===== src/rtl/lpddr5_rw_arbiter.sv =====
// Read/write command scheduler for an LPDDR5 controller: write-drain watermarks,
// bus turnaround gaps, starvation guards and refresh precedence.
module lpddr5_rw_arbiter #(
  parameter int ADDR_WIDTH   = 18,
  parameter int QDEPTH       = 16,
  parameter int WR_HIGH_WM   = 12,
  parameter int WR_LOW_WM    = 4,
  parameter int STARVE_LIMIT = 32,
  parameter int T_RTW        = 6,
  parameter int T_WTR        = 8
) (
  input  logic                      clk,
  input  logic                      rst,
  input  logic                      rd_req,
  input  logic [ADDR_WIDTH-1:0]     rd_addr,
  output logic                      rd_ack,
  input  logic                      wr_req,
  input  logic [ADDR_WIDTH-1:0]     wr_addr,
  input  logic [$clog2(QDEPTH):0]   wr_count,
  output logic                      wr_ack,
  input  logic                      ref_req,
  output logic                      ref_ack,
  output logic                      iss_valid,
  output logic [1:0]                iss_cmd,
  output logic [ADDR_WIDTH-1:0]     iss_addr,
  input  logic                      iss_ready,
  output logic                      wr_mode
);
  localparam int WCW  = $clog2(QDEPTH) + 1;
  localparam int SW   = $clog2(STARVE_LIMIT + 1);
  localparam int TMAX = (T_RTW > T_WTR) ? T_RTW : T_WTR;
  localparam int TW   = $clog2(TMAX + 1);

  localparam logic [WCW-1:0] HI_WM = WCW'(WR_HIGH_WM);
  localparam logic [WCW-1:0] LO_WM = WCW'(WR_LOW_WM);
  localparam logic [SW-1:0]  SLIM  = SW'(STARVE_LIMIT);
  localparam logic [TW-1:0]  TRTW  = TW'(T_RTW);
  localparam logic [TW-1:0]  TWTR  = TW'(T_WTR);

  localparam logic [1:0] CMD_NONE = 2'b00;
  localparam logic [1:0] CMD_RD   = 2'b01;
  localparam logic [1:0] CMD_WR   = 2'b10;
  localparam logic [1:0] CMD_REF  = 2'b11;

  typedef enum logic [2:0] {S_READ, S_WRITE, S_RTW, S_WTR, S_REF} state_e;

  state_e                state_q, state_d;
  logic                  ret_mode_q, ret_mode_d;
  logic [TW-1:0]         turn_cnt_q, turn_cnt_d;
  logic [SW-1:0]         wr_starve_q, wr_starve_d;
  logic [SW-1:0]         rd_starve_q, rd_starve_d;
  logic                  iss_valid_q, iss_valid_d;
  logic [1:0]            iss_cmd_q, iss_cmd_d;
  logic [ADDR_WIDTH-1:0] iss_addr_q, iss_addr_d;
  logic                  wr_mode_q, wr_mode_d;
  logic                  hs, rd_sw, wr_sw;

  assign hs    = iss_valid_q && iss_ready;
  assign rd_sw = (wr_count >= HI_WM) || (!rd_req && wr_req) || (wr_starve_q == SLIM);
  assign wr_sw = (!wr_req && rd_req) || ((wr_count <= LO_WM) && rd_req) ||
                 ((rd_starve_q == SLIM) && (wr_count < HI_WM));

  always_comb begin
    state_d     = state_q;
    ret_mode_d  = ret_mode_q;
    turn_cnt_d  = turn_cnt_q;
    wr_starve_d = wr_starve_q;
    rd_starve_d = rd_starve_q;
    iss_valid_d = iss_valid_q;
    iss_cmd_d   = iss_cmd_q;
    iss_addr_d  = iss_addr_q;

    if (state_q == S_READ && wr_req && wr_starve_q != SLIM) wr_starve_d = wr_starve_q + SW'(1);
    if (state_q == S_WRITE && rd_req && rd_starve_q != SLIM) rd_starve_d = rd_starve_q + SW'(1);

    if (hs) begin
      iss_valid_d = 1'b0;
      iss_cmd_d   = CMD_NONE;
      iss_addr_d  = '0;
      if (iss_cmd_q == CMD_REF) state_d = ret_mode_q ? S_WRITE : S_READ;
    end else if (!iss_valid_q) begin
      // Decisions only while nothing is presented, so a command is never withdrawn.
      unique case (state_q)
        S_READ: begin
          if (ref_req) begin
            ret_mode_d = 1'b0; state_d = S_REF;
            iss_valid_d = 1'b1; iss_cmd_d = CMD_REF; iss_addr_d = '0;
          end else if (rd_sw) begin
            state_d = S_RTW; turn_cnt_d = TRTW;
          end else if (rd_req) begin
            iss_valid_d = 1'b1; iss_cmd_d = CMD_RD; iss_addr_d = rd_addr;
          end
        end
        S_WRITE: begin
          if (ref_req) begin
            ret_mode_d = 1'b1; state_d = S_REF;
            iss_valid_d = 1'b1; iss_cmd_d = CMD_REF; iss_addr_d = '0;
          end else if (wr_sw) begin
            state_d = S_WTR; turn_cnt_d = TWTR;
          end else if (wr_req) begin
            iss_valid_d = 1'b1; iss_cmd_d = CMD_WR; iss_addr_d = wr_addr;
          end
        end
        // Counter is loaded with T and the state is left as it steps to 0: T cycles in TURN.
        S_RTW: begin
          turn_cnt_d = turn_cnt_q - TW'(1);
          if (turn_cnt_q <= TW'(1)) begin state_d = S_WRITE; turn_cnt_d = '0; end
        end
        S_WTR: begin
          turn_cnt_d = turn_cnt_q - TW'(1);
          if (turn_cnt_q <= TW'(1)) begin state_d = S_READ; turn_cnt_d = '0; end
        end
        default: ;
      endcase
    end

    if (state_d == S_WRITE && state_q != S_WRITE) wr_starve_d = '0;
    if (state_d == S_READ && state_q != S_READ)   rd_starve_d = '0;

    wr_mode_d = (state_d == S_WRITE) || (state_d == S_WTR) || (state_d == S_REF && ret_mode_d);
  end

  always_ff @(posedge clk or posedge rst) begin
    if (rst) begin
      state_q     <= S_READ;
      ret_mode_q  <= 1'b0;
      turn_cnt_q  <= '0;
      wr_starve_q <= '0;
      rd_starve_q <= '0;
      iss_valid_q <= 1'b0;
      iss_cmd_q   <= CMD_NONE;
      iss_addr_q  <= '0;
      wr_mode_q   <= 1'b0;
    end else begin
      state_q     <= state_d;
      ret_mode_q  <= ret_mode_d;
      turn_cnt_q  <= turn_cnt_d;
      wr_starve_q <= wr_starve_d;
      rd_starve_q <= rd_starve_d;
      iss_valid_q <= iss_valid_d;
      iss_cmd_q   <= iss_cmd_d;
      iss_addr_q  <= iss_addr_d;
      wr_mode_q   <= wr_mode_d;
    end
  end

  assign iss_valid = iss_valid_q;
  assign iss_cmd   = iss_cmd_q;
  assign iss_addr  = iss_addr_q;
  assign wr_mode   = wr_mode_q;
  assign rd_ack    = hs && (iss_cmd_q == CMD_RD);
  assign wr_ack    = hs && (iss_cmd_q == CMD_WR);
  assign ref_ack   = hs && (iss_cmd_q == CMD_REF);
endmodule


===== config.mk =====
export PLATFORM = sky130hd
export DESIGN_NAME = lpddr5_rw_arbiter
export DESIGN_NICKNAME = d
export VERILOG_FILES = /design/src/rtl/lpddr5_rw_arbiter.sv
export SDC_FILE = /design/constraint.sdc
export NUM_CORES = 1
export LEC_CHECK = 0
export BUFFER_PORTS_ARGS = -buffer_cell sky130_fd_sc_hd__clkbuf_2
export CORE_ASPECT_RATIO = 0.8
export CORE_MARGIN = 5
export CORE_UTILIZATION = 35
export CTS_CLUSTER_DIAMETER = 40
export DETAILED_ROUTE_END_ITERATION = 12
export GPL_TIMING_DRIVEN = 0
export HOLD_SLACK_MARGIN = 0.08
export PLACE_DENSITY = 0.64
export SYNTH_ARGS = -nofsm -noshare
export SYNTH_HDL_FRONTEND = slang
export SYNTH_SLANG_ARGS = --single-unit

===== constraint.sdc =====
create_clock -name clk -period 2.24 [get_ports clk]
set_input_delay 0.672 -clock clk [delete_from_list [all_inputs] [get_ports clk]]
set_output_delay 0.672 -clock clk [all_outputs]
set_load 0.05 [all_outputs]

==> results.toml <==
[placed_design]
place_ws_ps = -243
routabilityCongestion = 0.828
dp_hpwl_um = 4390
port_buffers = 71

[timing]
period_needed_ps = 2140
hold_violations = 0
rsz0062_at_grt = "no"
report.final.slew_viol_count = 0
finalClockSkew_ps = 2.80
whs_ps = 379
tightestPinTransition_ps = 512
finalSetupViolations = 0
slew_headroom_pct = 65.4
max_freq_mhz = 468
period_share_pct = 95.4
fin_ws_ps = 103

[worst_setup_path]
slowest_delay_ps = 420
r2r_end = "wr_starve_q[1]$_DFFE_PP0P_"
timing.rr.start = "turn_cnt_q[0]$_DFFE_PP0P_"
path_delay_family = "compound AO/OA/AOI/OAI gates"
worst_setup_path_end_kind = "flip-flop"
r2r_cells = 7
crit_required_ps = 2390
crit_fanout = 6
crit_chain = "inv_1 -> ha_1 -> or2_2 -> a31o_1 -> a32o_2 -> nor4_4 -> a21oi_1"
r2r_setup_slack_ps = 100
startpoint_type = "flip-flop"
cp.arrival_ps = 2290
critPathSlowestCell = "dfrtp_1"
worstPathBufferInverterCount = 1
crit_type = "flip-flop to flip-flop"

[global_route]
grt_max_degree = 43
grt_pass1_wl_um = 9600
antenna_found_initial = 0
overflow = 0
grt_usage_pct = 13.6
grt_pass1_vias = 2094

[synthesis]
yosysWarnings = 0
syn_inst = 232
synth_top_area_share_pct = 43.2
synthFlopType = "dfrtp_1"
syn-num-nets = 285
synth.distinct_cells = 51
syn_area_um2 = 2430
syn_area_per_cell_um2 = 10.5
synth-seq-area-share_pct = 43.2
synth_area_leader_cell = "dfrtp_1"
synthArstFlopShare_pct = 100
synth_seq_cells = 42
ys_top_cells_by_area = "dfrtp_1 43%, mux2i_1 9.5%, o2bb2ai_1 7.6%"
synth-edff-count = 0

[clock_network]
cts_tree = "built"
clockRootBuffer = "clkbuf_8"
ctsLongestPathBuffers = 2
insertion_delay_ps = 290
postCtsHoldBufs = 0
cts_max_level = 2
clk_pin_slew_ps = 80
cts_made_buffers = 5
clock_sinks = 42

[layout]
antenna_cells = 0
drive_above_1_share_pct = 34.5
syn2layout_area_growth_pct = 24.6
nets = 365

[run]
cap_violations = 0

[pwr]
total_power_w = 0.00380
leakage_nw = 1.44
peakVddDrop_mv = 0.365
powerDensity_nw_per_um2 = 1250

[detailed_routing]
drtIter0Drc = 71
wl_um = 5680
vias = 2058
vias_per_cell = 5.15
drc_errors = 0
wl_per_cell_um = 14.2
dr.pass1.iters = 5
ant_nets = 0

[floorplan]
die_w_um = 103
rows = 27
die_height_um = 84.6
core-area_um2 = 6820
start_util_pct = 35.6
fp.dieArea_um2 = 8730
num_io_pins = 72

[hold_path]
min_path_type = "input port to asynchronous set/reset pin"

[outcome]
status = "complete, no violations"
[how the worst max path moves through the flow]
stage	start	end	slack, ps	depth (start not counted)
3_3_place_gp	wr_count[2]	wr_starve_q[0]$_DFFE_PP0P_	-230	6
3_5_place_dp	wr_count[2]	wr_starve_q[1]$_DFFE_PP0P_	-240	6
6_report	turn_cnt_q[0]$_DFFE_PP0P_	wr_starve_q[1]$_DFFE_PP0P_	100	7
2_1_floorplan	iss_valid$_DFF_PP0_	rd_ack	40	3
4_1_cts	iss_valid$_DFF_PP0_	rd_ack	1	4
5_1_grt	iss_valid$_DFF_PP0_	ref_ack	3	4
[registers in the layout (all words and copies together), names as in the netlist]
name / count
iss_valid: 1
state_q: 3
ret_mode_q: 1
iss_addr: 18
wr_starve_q: 6
rd_starve_q: 6
iss_cmd: 2
turn_cnt_q: 4
wr_mode: 1
[report_power, final]
| part | internal [W] | total (W) | switching, W |
|---|---|---|---|
| sequential | 0.000989 | 0.00118 | 0.000195 |
| clock | 0.000249 | 0.000501 | 0.000252 |
| combinational | 0.000751 | 0.00212 | 0.00136 |
| total | 0.00199 | 0.00380 | 0.00181 |
[logic make-up (layout without fill, tap and decap cells)]
family / count (synthesis) / in the layout / synth area share (%)
simple gates: 71 / 71 / 16.5
compound gates: 58 / 58 / 19.4
flops: 42 / 42 / 43.2
mux: 25 / 25 / 10.4
buf+inv: 22 / 103 / 4.58
xor+xnor: 8 / 8 / 2.88
fa+ha+maj: 6 / 6 / 3.09
[layer usage]
metal / part of all wire, % / track usage [%]
met5: 0 / 0
met4: 1.6 / 4.00
met3: 5.9 / 3.32
met2: 47 / 22.3
met1: 46 / 17.7
[stage by stage]
stage | TNS [ps] | instances | util (%) | area, µm²
6_report | 0 | 400 | 44.4 | 3030
5_1_grt | 0 | 400 | 44.4 | 3030
4_1_cts | 0 | 399 | 44.2 | 3020
3_5_place_dp | -1790 | 391 | 42.8 | 2920
3_3_place_gp | -1610 | 390 | 42.6 | 2900
2_1_floorplan | 0 | 232 | - | 2440
[repair_timing]
| item | CTS | global route |
|---|---|---|
| pin swaps | 1 | 1 |
| gates cloned | 0 | 0 |
| setup endpoints to repair | 7 | 15 |
| gates resized for setup | 1 | 5 |
| buffers inserted | 0 | 1 |
[worst reg2reg max path, cell delays in order, from the launching register on]
cell and delay (ps):
dfrtp_1 420, inv_1 70, ha_1 210, or2_2 340, a31o_1 220, a32o_2 300
nor4_4 310, a21oi_1 140
[cells in the mapped netlist (5+ instances only)]
cell	count
a21oi_1	11
buf_2	5
dfrtp_1	42
ha_1	6
inv_1	12
mux2i_1	23
nand2_1	9
nand3_1	9
nor2_1	23
nor3_1	7
o2bb2ai_1	21
xnor2_1	6
[final cells by class]
| class | count | area [µm²] |
|---|---|---|
| buffer | 9 | 62.6 |
| clock buffer | 7 | 86.3 |
| clock inverter | 1 | 5.00 |
| fill | 664 | 3790 |
| inverter | 13 | 48.8 |
| multi-input combinational | 168 | 1280 |
| sequential | 42 | 1050 |
| tap | 87 | 109 |
| timing repair buffer | 73 | 388 |
[layout by cell type, fill, tap and decap left out, types with 7 or more instances in the layout]
cell type,n
nand2_1,9
nand3_1,9
o2bb2ai_1,21
mux2i_1,23
clkbuf_2,68
a21oi_1,11
nor2_1,22
dfrtp_1,42
nor3_1,7
inv_1,11
No activity file was read; power rests on OpenSTA's default activity.
